### src/rtl/arm_mem_pkg.sv
// Shared memory-stage types and constants for the off-chip SRAM path.
package arm_mem_pkg;
  typedef enum logic [1:0] {IDLE, LO, HI, DONE} sram_state_t;

  localparam int unsigned SRAM_BASE_ADDR = 1024;
  localparam int unsigned SRAM_DW        = 16;
endpackage

### src/rtl/sram_controller_if.sv
// CPU-side request/response and SRAM pin bundle; slave is the controller, master the environment.
interface sram_controller_if #(
  parameter int unsigned SRAM_AW = 18
);
  logic                             rd_en;
  logic                             wr_en;
  logic [31:0]                      address;
  logic [31:0]                      write_data;
  logic [31:0]                      read_data;
  logic                             ready;
  logic [SRAM_AW-1:0]               sram_addr;
  logic [arm_mem_pkg::SRAM_DW-1:0]  sram_dq_o;
  logic [arm_mem_pkg::SRAM_DW-1:0]  sram_dq_i;
  logic                             sram_dq_oe;
  logic                             sram_we_n;

  modport master (
    output rd_en, wr_en, address, write_data, sram_dq_i,
    input  read_data, ready, sram_addr, sram_dq_o, sram_dq_oe, sram_we_n
  );

  modport slave (
    input  rd_en, wr_en, address, write_data, sram_dq_i,
    output read_data, ready, sram_addr, sram_dq_o, sram_dq_oe, sram_we_n
  );
endinterface

### src/rtl/sram_phase_timer.sv
// Phase cycle counter: restart loads 0, then counts up and holds at terminal count.
// last_cycle is combinational from the count, so it is valid in the same cycle the count reaches PHASE_CYCLES-1.
module sram_phase_timer #(
  parameter int unsigned PHASE_CYCLES = 2
) (
  input  logic clk,
  input  logic rst,
  input  logic restart,
  output logic last_cycle
);
  logic [3:0] cnt_q, cnt_d;

  assign last_cycle = (cnt_q == 4'(PHASE_CYCLES - 1));

  always_comb begin
    cnt_d = cnt_q;
    if (restart) begin
      cnt_d = '0;
    end else if (!last_cycle) begin
      cnt_d = cnt_q + 4'd1;
    end
  end

  always_ff @(posedge clk) begin
    if (rst) begin
      cnt_q <= '0;
    end else begin
      cnt_q <= cnt_d;
    end
  end
endmodule

### src/rtl/sram_controller.sv
// Splits a 32-bit load/store into two timed 16-bit SRAM accesses; ready is low until DONE (2*PHASE_CYCLES+1 cycles).
// SRAM_READ_CACHE_EN adds a one-entry read cache so a repeated load finishes in one cycle.
module sram_controller
  import arm_mem_pkg::*;
#(
  parameter int unsigned PHASE_CYCLES = 2,
  parameter int unsigned BASE_ADDR    = SRAM_BASE_ADDR,
  parameter int unsigned SRAM_AW      = 18
) (
  input  logic             clk,
  input  logic             rst,
  sram_controller_if.slave bus
);
  localparam int unsigned WW = SRAM_AW - 1;

  sram_state_t   state_q, state_d;
  logic [WW-1:0] addr_word_q, addr_word_d, req_word;
  logic [31:0]   wdata_q, wdata_d;
  logic [31:0]   read_data_q, read_data_d;
  logic [31:0]   req_off;
  logic          is_write_q, is_write_d;
  logic          req_vld, last_cycle, timer_restart, in_phase, ready_c;
  logic          unused_addr_bits;

  assign req_vld          = bus.rd_en | bus.wr_en;
  assign req_off          = bus.address - BASE_ADDR;
  assign req_word         = req_off[WW+1:2];
  assign unused_addr_bits = ^{req_off[31:WW+2], req_off[1:0]};

`ifdef SRAM_READ_CACHE_EN
  logic          cache_vld_q, cache_vld_d;
  logic [WW-1:0] cache_word_q, cache_word_d;
  logic [31:0]   cache_data_q, cache_data_d;
  logic          cache_hit;

  assign cache_hit = bus.rd_en & ~bus.wr_en & cache_vld_q & (cache_word_q == req_word);
`endif

  sram_phase_timer #(.PHASE_CYCLES(PHASE_CYCLES)) u_timer (
    .clk        (clk),
    .rst        (rst),
    .restart    (timer_restart),
    .last_cycle (last_cycle)
  );

  always_comb begin
    state_d     = state_q;
    addr_word_d = addr_word_q;
    wdata_d     = wdata_q;
    is_write_d  = is_write_q;
    read_data_d = read_data_q;
    ready_c     = 1'b0;
`ifdef SRAM_READ_CACHE_EN
    cache_vld_d  = cache_vld_q;
    cache_word_d = cache_word_q;
    cache_data_d = cache_data_q;
`endif
    case (state_q)
      IDLE: begin
        ready_c = ~req_vld;
        if (req_vld) begin
          addr_word_d = req_word;
          wdata_d     = bus.write_data;
          is_write_d  = bus.wr_en;
          state_d     = LO;
`ifdef SRAM_READ_CACHE_EN
          if (cache_hit) begin
            state_d     = DONE;
            read_data_d = cache_data_q;
          end
`endif
        end
      end
      LO: begin
        if (last_cycle) begin
          state_d = HI;
          if (!is_write_q) read_data_d[15:0] = bus.sram_dq_i;
        end
      end
      HI: begin
        if (last_cycle) begin
          state_d = DONE;
          if (!is_write_q) read_data_d[31:16] = bus.sram_dq_i;
        end
      end
      DONE: begin
        ready_c = 1'b1;
        state_d = IDLE;
`ifdef SRAM_READ_CACHE_EN
        if (!is_write_q) begin
          cache_vld_d  = 1'b1;
          cache_word_d = addr_word_q;
          cache_data_d = read_data_q;
        end else if (cache_vld_q && cache_word_q == addr_word_q) begin
          cache_data_d = wdata_q;
        end
`endif
      end
      default: state_d = IDLE;
    endcase
    timer_restart = (state_d != state_q) && (state_d == LO || state_d == HI);
  end

  // Strobe drops on the last phase cycle so the address is stable across the whole write pulse.
  assign in_phase       = (state_q == LO) || (state_q == HI);
  assign bus.ready      = ready_c;
  assign bus.read_data  = read_data_q;
  assign bus.sram_addr  = {addr_word_q, state_q == HI};
  assign bus.sram_dq_oe = is_write_q & in_phase;
  assign bus.sram_dq_o  = !(is_write_q && in_phase) ? '0 :
                          (state_q == HI) ? wdata_q[31:16] : wdata_q[15:0];
  assign bus.sram_we_n  = ~(is_write_q & in_phase & ~last_cycle);

  always_ff @(posedge clk) begin
    if (rst) begin
      state_q     <= IDLE;
      addr_word_q <= '0;
      wdata_q     <= '0;
      is_write_q  <= 1'b0;
      read_data_q <= '0;
    end else begin
      state_q     <= state_d;
      addr_word_q <= addr_word_d;
      wdata_q     <= wdata_d;
      is_write_q  <= is_write_d;
      read_data_q <= read_data_d;
    end
  end

`ifdef SRAM_READ_CACHE_EN
  always_ff @(posedge clk) begin
    if (rst) begin
      cache_vld_q  <= 1'b0;
      cache_word_q <= '0;
      cache_data_q <= '0;
    end else begin
      cache_vld_q  <= cache_vld_d;
      cache_word_q <= cache_word_d;
      cache_data_q <= cache_data_d;
    end
  end
`endif
endmodule
### src/flat_wrapper.sv
// flat-port wrapper written by rule: the top's interface ports become plain ports
module sram_controller_flat import arm_mem_pkg::*;
#(
  parameter int unsigned PHASE_CYCLES = 2,
  parameter int unsigned BASE_ADDR    = SRAM_BASE_ADDR,
  parameter int unsigned SRAM_AW      = 18
)
  (clk, rst, bus_rd_en, bus_wr_en, bus_address, bus_write_data, bus_sram_dq_i, bus_read_data, bus_ready, bus_sram_addr, bus_sram_dq_o, bus_sram_dq_oe, bus_sram_we_n);
  sram_controller_if #(.SRAM_AW(SRAM_AW)) bus_i ();
  input  logic clk;
  input  logic rst;
  input wire logic [$bits(bus_i.rd_en)-1:0] bus_rd_en;
  input wire logic [$bits(bus_i.wr_en)-1:0] bus_wr_en;
  input wire logic [$bits(bus_i.address)-1:0] bus_address;
  input wire logic [$bits(bus_i.write_data)-1:0] bus_write_data;
  input wire logic [$bits(bus_i.sram_dq_i)-1:0] bus_sram_dq_i;
  output wire logic [$bits(bus_i.read_data)-1:0] bus_read_data;
  output wire logic [$bits(bus_i.ready)-1:0] bus_ready;
  output wire logic [$bits(bus_i.sram_addr)-1:0] bus_sram_addr;
  output wire logic [$bits(bus_i.sram_dq_o)-1:0] bus_sram_dq_o;
  output wire logic [$bits(bus_i.sram_dq_oe)-1:0] bus_sram_dq_oe;
  output wire logic [$bits(bus_i.sram_we_n)-1:0] bus_sram_we_n;
  assign bus_i.rd_en = bus_rd_en;
  assign bus_i.wr_en = bus_wr_en;
  assign bus_i.address = bus_address;
  assign bus_i.write_data = bus_write_data;
  assign bus_i.sram_dq_i = bus_sram_dq_i;
  assign bus_read_data = bus_i.read_data;
  assign bus_ready = bus_i.ready;
  assign bus_sram_addr = bus_i.sram_addr;
  assign bus_sram_dq_o = bus_i.sram_dq_o;
  assign bus_sram_dq_oe = bus_i.sram_dq_oe;
  assign bus_sram_we_n = bus_i.sram_we_n;
  sram_controller #(.PHASE_CYCLES(PHASE_CYCLES), .BASE_ADDR(BASE_ADDR), .SRAM_AW(SRAM_AW)) u_core (.clk(clk), .rst(rst), .bus(bus_i));
endmodule
### config.mk
export PLATFORM = sky130hd
export DESIGN_NAME = sram_controller_flat
export DESIGN_NICKNAME = d
export VERILOG_FILES = /design/src/rtl/arm_mem_pkg.sv /design/src/rtl/sram_controller_if.sv /design/src/rtl/sram_phase_timer.sv /design/src/rtl/sram_controller.sv /design/src/flat_wrapper.sv
export SDC_FILE = /design/constraint.sdc
export NUM_CORES = 1
export LEC_CHECK = 0
export ABC_AREA = 1
export ABC_CLOCK_PERIOD_IN_PS = 2400
export BUFFER_PORTS_ARGS = -buffer_cell sky130_fd_sc_hd__buf_2
export CAP_MARGIN = 20
export CORE_MARGIN = 1.5
export CORE_UTILIZATION = 49
export CTS_BUF_LIST = sky130_fd_sc_hd__clkbuf_8
export DETAILED_ROUTE_END_ITERATION = 16
export GPL_ROUTABILITY_DRIVEN = 1
export GPL_TIMING_DRIVEN = 0
export PLACE_DENSITY = 0.82
export SLEW_MARGIN = 25
export SYNTH_ARGS = -nofsm -noshare
export SYNTH_HDL_FRONTEND = slang
export SYNTH_SLANG_ARGS = --single-unit
export TNS_END_PERCENT = 10
### constraint.sdc
create_clock -name clk -period 2.4 [get_ports clk]
set_clock_uncertainty 0.15 [all_clocks]
set_input_delay 0.72 -clock clk [delete_from_list [all_inputs] [get_ports clk]]
set_output_delay 0.72 -clock clk [all_outputs]
set_load 0.02 [all_outputs]
==> impl_metrics.py <==
metrics = {
    "run_status": {
        "status": "finished with violations",
        "failed_checks": "negative setup slack",
    },
    "clock_tree": {
        "clk_latency_ps": 340,
        "clk_pin_slew_ps": 90,
        "htreeDepth": 3,
        "cts.sinks": 88,
        "numCtsBuffers": 9,
        "cts_tree": "built",
        "cts_root_buf": "clkbuf_8",
        "cts_max_path_buffers": 2,
    },
    "floorplanning": {
        "dieWidth_microns": 89.2,
        "core_area_sq_um": 7210,
        "rows": 31,
        "io_pins": 153,
        "initial_core_util": 0.505,
        "dieArea_sq_um": 7960,
        "fp.dieH_microns": 89.2,
    },
    "route": {
        "wl_mm": 9.62,
        "routed_via_density": 4.86,
        "drcViolationCount": 0,
        "ant_nets": 0,
        "wire_per_inst_microns": 12.7,
        "vias": 3686,
        "drtPass1Iterations": 5,
        "drt_iter0_markers": 126,
    },
    "yosys": {
        "ys_seq_elements": 88,
        "synthesis.area_sq_um": 3640,
        "post_synth_inst_count": 499,
        "synth_edf_count": 0,
        "syn-num-nets": 592,
        "yosysSeqAreaShare": 0.483,
        "synth_area_leaders": "dfxtp_1 (48%), nor2_1 (16%), o21ai_0 (8.7%)",
        "synth_cell_types": 27,
        "yosys.area.top_type": "dfxtp_1",
        "yosys_warnings": 0,
        "async_reset_ff_frac": 0,
        "synth_area_per_cell_sq_um": 7.30,
        "synth_top_area_share": 0.483,
        "synth_top_flop_cell": "dfxtp_1",
    },
    "grt": {
        "overflow": 0,
        "grt_pass1_vias": 3338,
        "grt_usage": 0.242,
        "met1_usage": 0.282,
        "top_usage_layer": "met2",
        "grt_max_degree": 17,
        "grt_pass1_wl_mm": 14.7,
        "grt_use_met2": 0.416,
        "antenna_found_initial": 0,
        "grtUsageMet3": 0.0536,
    },
    "critical_path": {
        "worstPathRequired_ps": 1530,
        "reg2reg_slack_ps": 500,
        "max_stage_delay_ps": 370,
        "end_kind": "output pin",
        "worstPathCellList": "clkinvlp_4, ha_4, nand2_8, clkbuf_16, a21oi_4, buf_6",
        "r2r-start": "u_core.state_q[0]",
        "path_class": "reg2out",
        "worstReg2RegEnd": "u_core.bus.read_data[29]",
        "worstPathMaxFanout": 5,
        "worst_setup_path_start_kind": "register",
        "slowest_stage": "dfxtp_4",
        "worstRegToRegCells": 9,
        "arrival_ps": 1750,
    },
    "sta": {
        "drv_slew": 0,
        "fin_crit_sh": 1.09,
        "fmax_mhz": 381,
        "finalHoldViolCount": 0,
        "rsz0062_at_grt": "yes",
        "fin_ws_ps": -222,
        "min_period_ps": 2620,
        "setup_viol": 18,
        "slew_headroom": 0.652,
        "worstMarginPinSlew_ps": 523,
        "setup_tns_ps": -3310,
    },
    "cells_and_area": {
        "num-nets-final": 747,
        "final_util": 0.694,
        "design_area_sq_um": 5010,
        "final_cell_mix": "nor2_1 (160), buf_2 (123), dfxtp_1 (86)",
        "layout_commonest_cell": "nor2_1",
        "area_delta_synth_final_pct": 37.3,
        "drive_gt1_frac": 0.323,
        "final_cells": 758,
        "n_fill_cell": 634,
        "diodes": 0,
    },
    "placement": {
        "place_area_sq_um": 4580,
        "io_buffers": 137,
        "dp_hpwl_mm": 7.23,
        "place.gp.congestion": 0.827,
        "dp_cells": 735,
    },
    "pwr": {
        "power_density_nw_per_um2": 922,
        "peakVddDrop_mv": 0.588,
        "finalPower_mw": 4.61,
        "leakagePower_nw": 2.35,
    },
    "worst_hold_path": {
        "hold_class": "reg2reg",
        "min_from": "u_core.bus.read_data[0]",
        "min_path_cells": 2,
        "min_to": "u_core.bus.read_data[0]",
    },
    "run": {
        "cap_violations": 0,
    },
}
[stage by stage]
stage / setup WS [ps] / hold WS, ps
after global routing: -284 / 359
after floorplan: 26.7 / 305
after CTS: -201 / 337
after detailed placement: -245 / 318
final: -222 / 335
after global placement: -205 / 308
[where the power goes]
part	total, mW	internal [mW]	switching [mW]
clock network	0.933	0.383	0.550
logic	1.76	0.648	1.11
registers	1.93	1.75	0.173
[cell type report]
type | instances | area [sq um] | area share
sequential | 88 | 1770 | 0.353
clock inverter | 7 | 56.3 | 0.0112
clock buffer | 9 | 124 | 0.0247
inverter | 22 | 92.6 | 0.0185
buffer | 25 | 150 | 0.0300
tap | 99 | 124 | 0.0247
multi-input combinational | 364 | 1850 | 0.369
timing repair buffer | 144 | 846 | 0.169
[registers in the layout, indices dropped and copies added, names as in the netlist]
name and flops:
u_core.u_timer.cnt_q 4, u_core.wdata_q 32, u_core.is_write_q 1, u_core.bus.read_data 32, u_core.addr_word_q 17, u_core.state_q 2
[critical path, delay by kind of cell, from the launching register on]
kind | cells | cell delay, ps
flip-flops | 1 | 370
AO/OA/AOI/OAI | 1 | 130
buffers and inverters | 3 | 470
AND/OR/NAND/NOR | 1 | 80
adder cells (fa/ha/maj) | 1 | 350
[cells in the mapped netlist, types with 2 or more instances]
cell type	n
buf_1	2
dfxtp_1	88
o21ai_1	20
clkbuf_1	16
a21oi_1	23
buf_6	3
nand2_1	57
nor2_2	11
inv_2	3
nor2_1	160
ha_1	9
buf_2	5
o21ai_0	63
nand3_1	8
xor2_1	2
nand2_2	2
inv_1	17
[per-layer routing]
metal | wire length (microns) | vias up
met3 | 436 | 18
met2 | 4890 | 90
met5 | 0 | -
li1 | - | 1904
met1 | 4090 | 1674
met4 | 197 | 0
[worst max path at each step]
| stage | from | to | slack (ps) | cells past startpoint |
|---|---|---|---|---|
| CTS | u_core.state_q[0] | bus_sram_dq_o[14] | -200 | 6 |
| finish | u_core.state_q[0] | bus_sram_dq_o[6] | -220 | 6 |
| floorplan | u_core.state_q[0] | bus_sram_dq_o[10] | 30 | 7 |
| global placement | u_core.state_q[0] | bus_sram_dq_o[12] | -210 | 8 |
| detailed placement | u_core.state_q[0] | bus_sram_dq_o[14] | -250 | 8 |
| global route | u_core.state_q[0] | bus_sram_dq_o[6] | -280 | 6 |
[cells by family (layout without fill, tap and decap cells)]
| group | after synthesis | after routing | synth area share |
|---|---|---|---|
| compound gates | 108 | 108 | 0.149 |
| fa+ha+maj | 9 | 9 | 0.0309 |
| xor+xnor | 3 | 3 | 0.00721 |
| buf+inv | 48 | 207 | 0.0584 |
| simple gates | 242 | 243 | 0.268 |
| mux | 1 | 1 | 0.00275 |
| flops | 88 | 88 | 0.483 |
[timing repair]
item                                   CTS  global route
buffers inserted                         4             2
hold buffers                             0             0
resized for setup                       44             6
setup endpoints to repair               19            19
endpoints found under the hold margin    0             0
pin swaps                                2             1
cloned                                   1             1
(Power assumes the default switching activity.)
